## src/rtl/matrix_pkg.sv

```systemverilog
// Shared definitions for the matrix engines (convolution, pooling, ...).
// Holds the default bus widths, the FP16 field layout, the FP16 +0
// constant, the common engine state encoding and a small FP16 helper.
// No ports: this file is a package imported by the engine modules.
package matrix_pkg;

  localparam int ADDR_W_DEF = 14;
  localparam int DATA_W_DEF = 16;
  localparam int DIM_W_DEF  = 10;

  // IEEE half precision layout
  localparam int FP16_SIGN    = 15;
  localparam int FP16_EXP_MSB = 14;
  localparam int FP16_EXP_LSB = 10;
  localparam int FP16_MAN_MSB = 9;
  localparam int FP16_MAN_LSB = 0;

  localparam logic [15:0] FP16_POS_ZERO = 16'h0000;

  // Engine state encoding, same names as the convolution engine
  typedef enum logic [2:0] {
    ST_IDLE    = 3'd0,
    ST_ISSUE   = 3'd1,
    ST_CAPTURE = 3'd2,
    ST_WRITE   = 3'd3,
    ST_DONE    = 3'd4
  } state_t;

  function automatic logic fp16_is_neg(input logic [15:0] v);
    return v[FP16_SIGN];
  endfunction

endpackage

```

## src/rtl/fp16_max.sv

```systemverilog
// Combinational two-input FP16 maximum working on raw bit patterns.
// NaNs are not special-cased; they compare like any other pattern.
// +0 beats -0 because the sign decides first.
// Ports:
//   a, b : FP16 operands
//   y    : the larger operand
module fp16_max
  import matrix_pkg::*;
(
  input  logic [15:0] a,
  input  logic [15:0] b,
  output logic [15:0] y
);

  logic        sign_a;
  logic        sign_b;
  logic [14:0] mag_a;
  logic [14:0] mag_b;

  assign sign_a = fp16_is_neg(a);
  assign sign_b = fp16_is_neg(b);
  assign mag_a  = a[FP16_EXP_MSB:FP16_MAN_LSB];
  assign mag_b  = b[FP16_EXP_MSB:FP16_MAN_LSB];

  // Sign-magnitude ordering: for negatives the smaller magnitude is larger
  always_comb begin
    y = a;
    if (sign_a != sign_b) begin
      y = sign_a ? b : a;
    end else if (!sign_a) begin
      y = (mag_a >= mag_b) ? a : b;
    end else begin
      y = (mag_a <= mag_b) ? a : b;
    end
  end

endmodule

```

## src/rtl/matrix_maxpool.sv

```systemverilog
// 2x2 stride-2 FP16 max pooling engine with optional ReLU.
// Reads an H x W row-major map from the source memory, writes the
// floor(H/2) x floor(W/2) pooled map contiguously to the destination.
// Each output takes 6 cycles: 4 address issues, 1 capture, 1 write.
// Ports:
//   clk, reset_n                  : clock, async active-low reset
//   start / done                  : handshake; done high only in IDLE
//   relu_en                       : clamp negative results to +0
//   src_start_address, src_row_size (W), src_col_size (H)
//   src_address / src_readdata    : single-port read, 1-cycle latency
//   dest_start_address            : output base
//   dest_address, dest_writedata, dest_write_en : output write port
module matrix_maxpool
  import matrix_pkg::*;
#(
  parameter int ADDR_W = ADDR_W_DEF,
  parameter int DATA_W = DATA_W_DEF,
  parameter int DIM_W  = DIM_W_DEF
) (
  input  logic              clk,
  input  logic              reset_n,
  input  logic              start,
  output logic              done,
  input  logic              relu_en,
  input  logic [ADDR_W-1:0] src_start_address,
  input  logic [DIM_W-1:0]  src_row_size,
  input  logic [DIM_W-1:0]  src_col_size,
  output logic [ADDR_W-1:0] src_address,
  input  logic [DATA_W-1:0] src_readdata,
  input  logic [ADDR_W-1:0] dest_start_address,
  output logic [ADDR_W-1:0] dest_address,
  output logic [DATA_W-1:0] dest_writedata,
  output logic              dest_write_en
);

  state_t state;
  state_t next_state;

  logic [1:0]        k;
  logic [DIM_W-1:0]  row_size;
  logic [DIM_W-1:0]  ow_last;
  logic [DIM_W-1:0]  oh_last;
  logic [DIM_W-1:0]  c;
  logic [DIM_W-1:0]  r;
  logic [ADDR_W-1:0] row_base;
  logic [ADDR_W-1:0] win_base;
  logic              relu;
  logic [DATA_W-1:0] max_q;
  logic [DATA_W-1:0] fold_out;
  logic [ADDR_W-1:0] pitch;
  logic [ADDR_W-1:0] pitch2;
  logic              last_window;
  logic              too_small;

  fp16_max u_max (
    .a(max_q),
    .b(src_readdata),
    .y(fold_out)
  );

  assign pitch       = ADDR_W'(row_size);
  assign pitch2      = ADDR_W'({row_size, 1'b0});
  assign last_window = (r == oh_last) && (c == ow_last);
  assign too_small   = (src_col_size < DIM_W'(2)) || (src_row_size < DIM_W'(2));

  // State register
  always_ff @(posedge clk or negedge reset_n) begin
    if (!reset_n) begin
      state <= ST_IDLE;
    end else begin
      state <= next_state;
    end
  end

  // Next-state logic
  always_comb begin
    next_state = state;
    case (state)
      ST_IDLE: begin
        if (start) begin
          next_state = too_small ? ST_DONE : ST_ISSUE;
        end
      end
      ST_ISSUE: begin
        if (k == 2'd3) begin
          next_state = ST_CAPTURE;
        end
      end
      ST_CAPTURE: next_state = ST_WRITE;
      ST_WRITE:   next_state = last_window ? ST_DONE : ST_ISSUE;
      ST_DONE:    next_state = ST_IDLE;
      default:    next_state = ST_IDLE;
    endcase
  end

  // done is high only while sitting in IDLE; the DONE cycle reads as busy
  always_ff @(posedge clk or negedge reset_n) begin
    if (!reset_n) begin
      done <= 1'b1;
    end else begin
      done <= (next_state == ST_IDLE);
    end
  end

  // Datapath: latch the job, walk the windows, accumulate the maximum
  always_ff @(posedge clk or negedge reset_n) begin
    if (!reset_n) begin
      k            <= 2'd0;
      row_size     <= '0;
      ow_last      <= '0;
      oh_last      <= '0;
      c            <= '0;
      r            <= '0;
      row_base     <= '0;
      win_base     <= '0;
      relu         <= 1'b0;
      max_q        <= '0;
      dest_address <= '0;
    end else begin
      case (state)
        ST_IDLE: begin
          if (start) begin
            row_size     <= src_row_size;
            ow_last      <= (src_row_size >> 1) - DIM_W'(1);
            oh_last      <= (src_col_size >> 1) - DIM_W'(1);
            row_base     <= src_start_address;
            win_base     <= src_start_address;
            relu         <= relu_en;
            dest_address <= dest_start_address;
            c            <= '0;
            r            <= '0;
            k            <= 2'd0;
          end
        end
        ST_ISSUE: begin
          k <= k + 2'd1;
          // Readdata now belongs to the address issued in the previous cycle
          if (k == 2'd1) begin
            max_q <= src_readdata;
          end else if (k != 2'd0) begin
            max_q <= fold_out;
          end
        end
        ST_CAPTURE: begin
          max_q <= fold_out;
        end
        ST_WRITE: begin
          k            <= 2'd0;
          dest_address <= dest_address + ADDR_W'(1);
          if (c != ow_last) begin
            c        <= c + DIM_W'(1);
            win_base <= win_base + ADDR_W'(2);
          end else begin
            // Skip two source rows; an odd trailing column is never visited
            c        <= '0;
            r        <= r + DIM_W'(1);
            row_base <= row_base + pitch2;
            win_base <= row_base + pitch2;
          end
        end
        default: begin
        end
      endcase
    end
  end

  // Window element addresses: top-left, top-right, bottom-left, bottom-right
  always_comb begin
    src_address = '0;
    if (state == ST_ISSUE) begin
      case (k)
        2'd0:    src_address = win_base;
        2'd1:    src_address = win_base + ADDR_W'(1);
        2'd2:    src_address = win_base + pitch;
        default: src_address = win_base + pitch + ADDR_W'(1);
      endcase
    end
  end

  // Output write port; the data bus idles at zero outside WRITE
  always_comb begin
    dest_write_en  = 1'b0;
    dest_writedata = '0;
    if (state == ST_WRITE) begin
      dest_write_en  = 1'b1;
      dest_writedata = (relu && fp16_is_neg(max_q)) ? FP16_POS_ZERO : max_q;
    end
  end

endmodule

```

## config.mk

```make
export PLATFORM = sky130hd
export DESIGN_NAME = matrix_maxpool
export DESIGN_NICKNAME = d
export VERILOG_FILES = /design/src/rtl/matrix_pkg.sv /design/src/rtl/fp16_max.sv /design/src/rtl/matrix_maxpool.sv
export SDC_FILE = /design/constraint.sdc
export NUM_CORES = 1
export LEC_CHECK = 0
export BUFFER_PORTS_ARGS = -buffer_cell sky130_fd_sc_hd__buf_2
export CAP_MARGIN = 20
export CELL_PAD_IN_SITES_DETAIL_PLACEMENT = 1
export CELL_PAD_IN_SITES_GLOBAL_PLACEMENT = 1
export CORE_UTILIZATION = 40
export CTS_CLUSTER_SIZE = 40
export DETAILED_ROUTE_END_ITERATION = 7
export PLACE_DENSITY = 0.86
export SYNTH_ARGS = -nofsm -noshare
export SYNTH_HDL_FRONTEND = slang
export SYNTH_SLANG_ARGS = --single-unit
export TNS_END_PERCENT = 5
```

## constraint.sdc

```tcl
create_clock -name clk -period 3.35 [get_ports clk]
set_input_delay 1.005 -clock clk [delete_from_list [all_inputs] [get_ports clk]]
set_output_delay 1.005 -clock clk [all_outputs]
set_load 0.1 [all_outputs]
```

==> qor.txt <==
status = finished, violations left
failing checks = negative setup slack
first-pass GRT wire length = 52.1 mm
worst hold start = row_base[0]
final setup fails = 13
Sequential Area = 2880 sq um
worst hold path class = register to register
dpl hpwl = 21.0 mm
Reg clk slew, reported paths = 50 ps
Fin Clk Skew = 11.6 ps
grt total ovfl = 0
die height = 145 um
DRC viols = 0
row cnt = 51
layout cells sized above 1 = 28.9%
YS warnings = 0
DRT iter0 DRCs = 587
mean area per synthesized cell = 8.36 sq um
max-cap violations = 0
synthesis-to-finish area growth = 38.1%
worst r2r src = state[2]
Fill cells = 2,294
Via Count = 8,820
count of boundary I/O pins = 114
Worst-Margin Slew = 1100 ps
Yosys reg bits = 115
Routed Antenna Nets = 0
Clock Tree Buf Depth = 2
Clock Sinks = 115
Hold Slack = 475 ps
flop2flop setup slack = 220 ps
crit path cell chain = ha_4, inv_2, fa_2, nor2b_4, o2111ai_2, nand4b_1, buf_4, a21oi_2, o41ai_4, o21ai_2, buf_4, nor4_4, xor2_1, a21oi_4, buf_12
Final Critical Period = 4660 ps
Core Area = 19,800 sq um
Tot GR Track Use = 31.5%
die area = 21,100 sq um
post-synthesis sequential area ratio = 35.2%
gate family responsible for the most delay along the worst path = compound AO/OA/AOI/OAI gates
CTS H-tree depth = 4
Clock Root Buffer = clkbuf_16
worst path buffer plus inverter count = 4
multi-input logic area = 5420 sq um
Total Wirelength = 33.7 mm
commonest non-fill, non-tap cell in the layout = nand2_1
prevailing post-synth register cell = dfrtp_1
port buffer count = 112
Setup crit end kind = output pin
worst-path fanout max = 3
Initial DRT Pass Iterations = 5
Worst Setup Slack, final = -1310 ps
Hold Path Depth = 2
EDFF count, synth = 0
Place WS = -835 ps
antenna violations before repair = 1
vias in the first global route = 9,676
largest net degree at the start of global routing = 64
critical path class = register to output pin
most used cell, CP = buf_4
Startpoint Class = register
Netlist cell types = 69
initial core utilization = 41.4%
Worst slew margin = 26.2%
TritonCTS Buffers = 17
fin. max-slew vios = 0
RSZ-0062 raised after global routing = yes
Cell Area, Synth = 8190 sq um
data required time of the worst path = 2340 ps
clock latency on the worst-skew pair = 430 ps
CTS tree = done
Nets = 1,295
syn_nets = 1,098
slowest stage delay, CP = 430 ps
most frequent cells in the layout = nand2_1 (155), buf_4 (115), dfrtp_1 (114), buf_2 (80), o21ai_0 (79)
Post-synth ARST share = 100%
worst reg-to-reg path cell count = 8
Synth Instances = 980
Hold Path End = row_base[0]
Final Hold Viols = 0
die extent in x = 145 um
period utilisation layout = 139%
Wirelength per Cell = 23.1 um
routability congestion estimate = 0.848
crit path max-delay cell type = dfrtp_1
drt via density = 6.06
fmax = 214 MHz
Crit Reg-Reg Endpoint = win_base[12]
CP arrival = 3660 ps
registers in the layout, indices dropped and copies added, names as in the netlist:
name / flops
state: 3
oh_last: 10
ow_last: 10
done: 1
row_size: 10
max_q: 16
row_base: 14
win_base: 14
relu: 1
r: 10
c: 10
k: 2
dest_address: 14
cells by family after synthesis:
| kind of cell | synth area share [%] |
|---|---|
| compound gates | 18.1 |
| xor+xnor | 8.23 |
| fa+ha+maj | 7.82 |
| buf+inv | 4.64 |
| flops | 35.2 |
| mux | 3.65 |
| simple gates | 22.4 |
metal layers:
layer	share of wire (%)	GRT usage, %	vias up
met5	0	0	-
met4	5.9	19.6	0
met3	5.2	5.88	155
met2	50	55.3	391
met1	39	35.2	4421
li1	-	-	3853
worst register-to-register path: cells and delay by family, from the launching register on:
kind	cells	cell delay, ps
AO/OA/AOI/OAI	2	710
flip-flops	1	450
AND/OR/NAND/NOR	3	860
buffers and inverters	3	1040
cells in the mapped netlist, types with 7 or more instances:
cell,count,share of area [%]
ha_1,48,7.3
mux2_1,10,1.4
xor2_1,40,4.3
clkbuf_1,42,1.9
a221o_1,9,1.1
xnor2_1,37,4.0
o21ai_0,81,4.9
nand2_1,159,7.3
nor4_1,9,0.69
dfrtp_1,114,35
a31oi_1,12,0.92
and3_1,17,1.3
nor3_1,22,1.3
a21o_1,9,0.82
a21oi_1,48,2.9
and2_1,23,1.8
nand4_1,12,0.92
mux2i_1,13,1.6
o211ai_1,7,0.64
nor2_1,54,2.5
or3_1,13,0.99
nand3_1,30,1.8
a22oi_1,13,1.2
nand2b_1,7,0.53
inv_1,47,2.2
layout make-up:
type                            count  area share (%)
Multi-Input combinational cell    766            48.0
Clock buffer                       24            4.17
Inverter                           47            1.56
Antenna cell                        1          0.0221
Clock inverter                      8           0.697
Tap cell                          265            2.93
Timing Repair Buffer              230            17.2
Sequential cell                   115            25.5
stage by stage:
stage                     cells  utilization (%)  TNS (ps)  area [sq um]
after floorplan             980                -     -7520          8340
after global placement     1408             52.1     -7850         10300
after detailed placement   1408             52.1    -11410         10300
after CTS                  1448             56.2    -11220         11100
after global routing       1456             57.2    -14490         11300
final                      1456             57.2    -13110         11300
worst max path at each step:
stage	start	slack, ps	cells past startpoint	end
floorplan	row_size[0]	-660	12	src_address[12]
global placement	row_size[0]	-680	14	src_address[13]
detailed placement	row_size[0]	-840	14	src_address[13]
CTS	win_base[0]	-1090	14	src_address[13]
global route	win_base[1]	-1430	14	src_address[12]
finish	row_size[0]	-1310	15	src_address[12]
what timing repair did:
action,CTS,global route
setup buffers,8,7
cloned,0,0
hold buffers,0,0
endpoints found under the setup margin,14,31
pin swaps,31,19
gates resized for setup,47,22
Power is not shown: default switching activity piles up to over one toggle a cycle in this logic, so the estimate is an artifact.
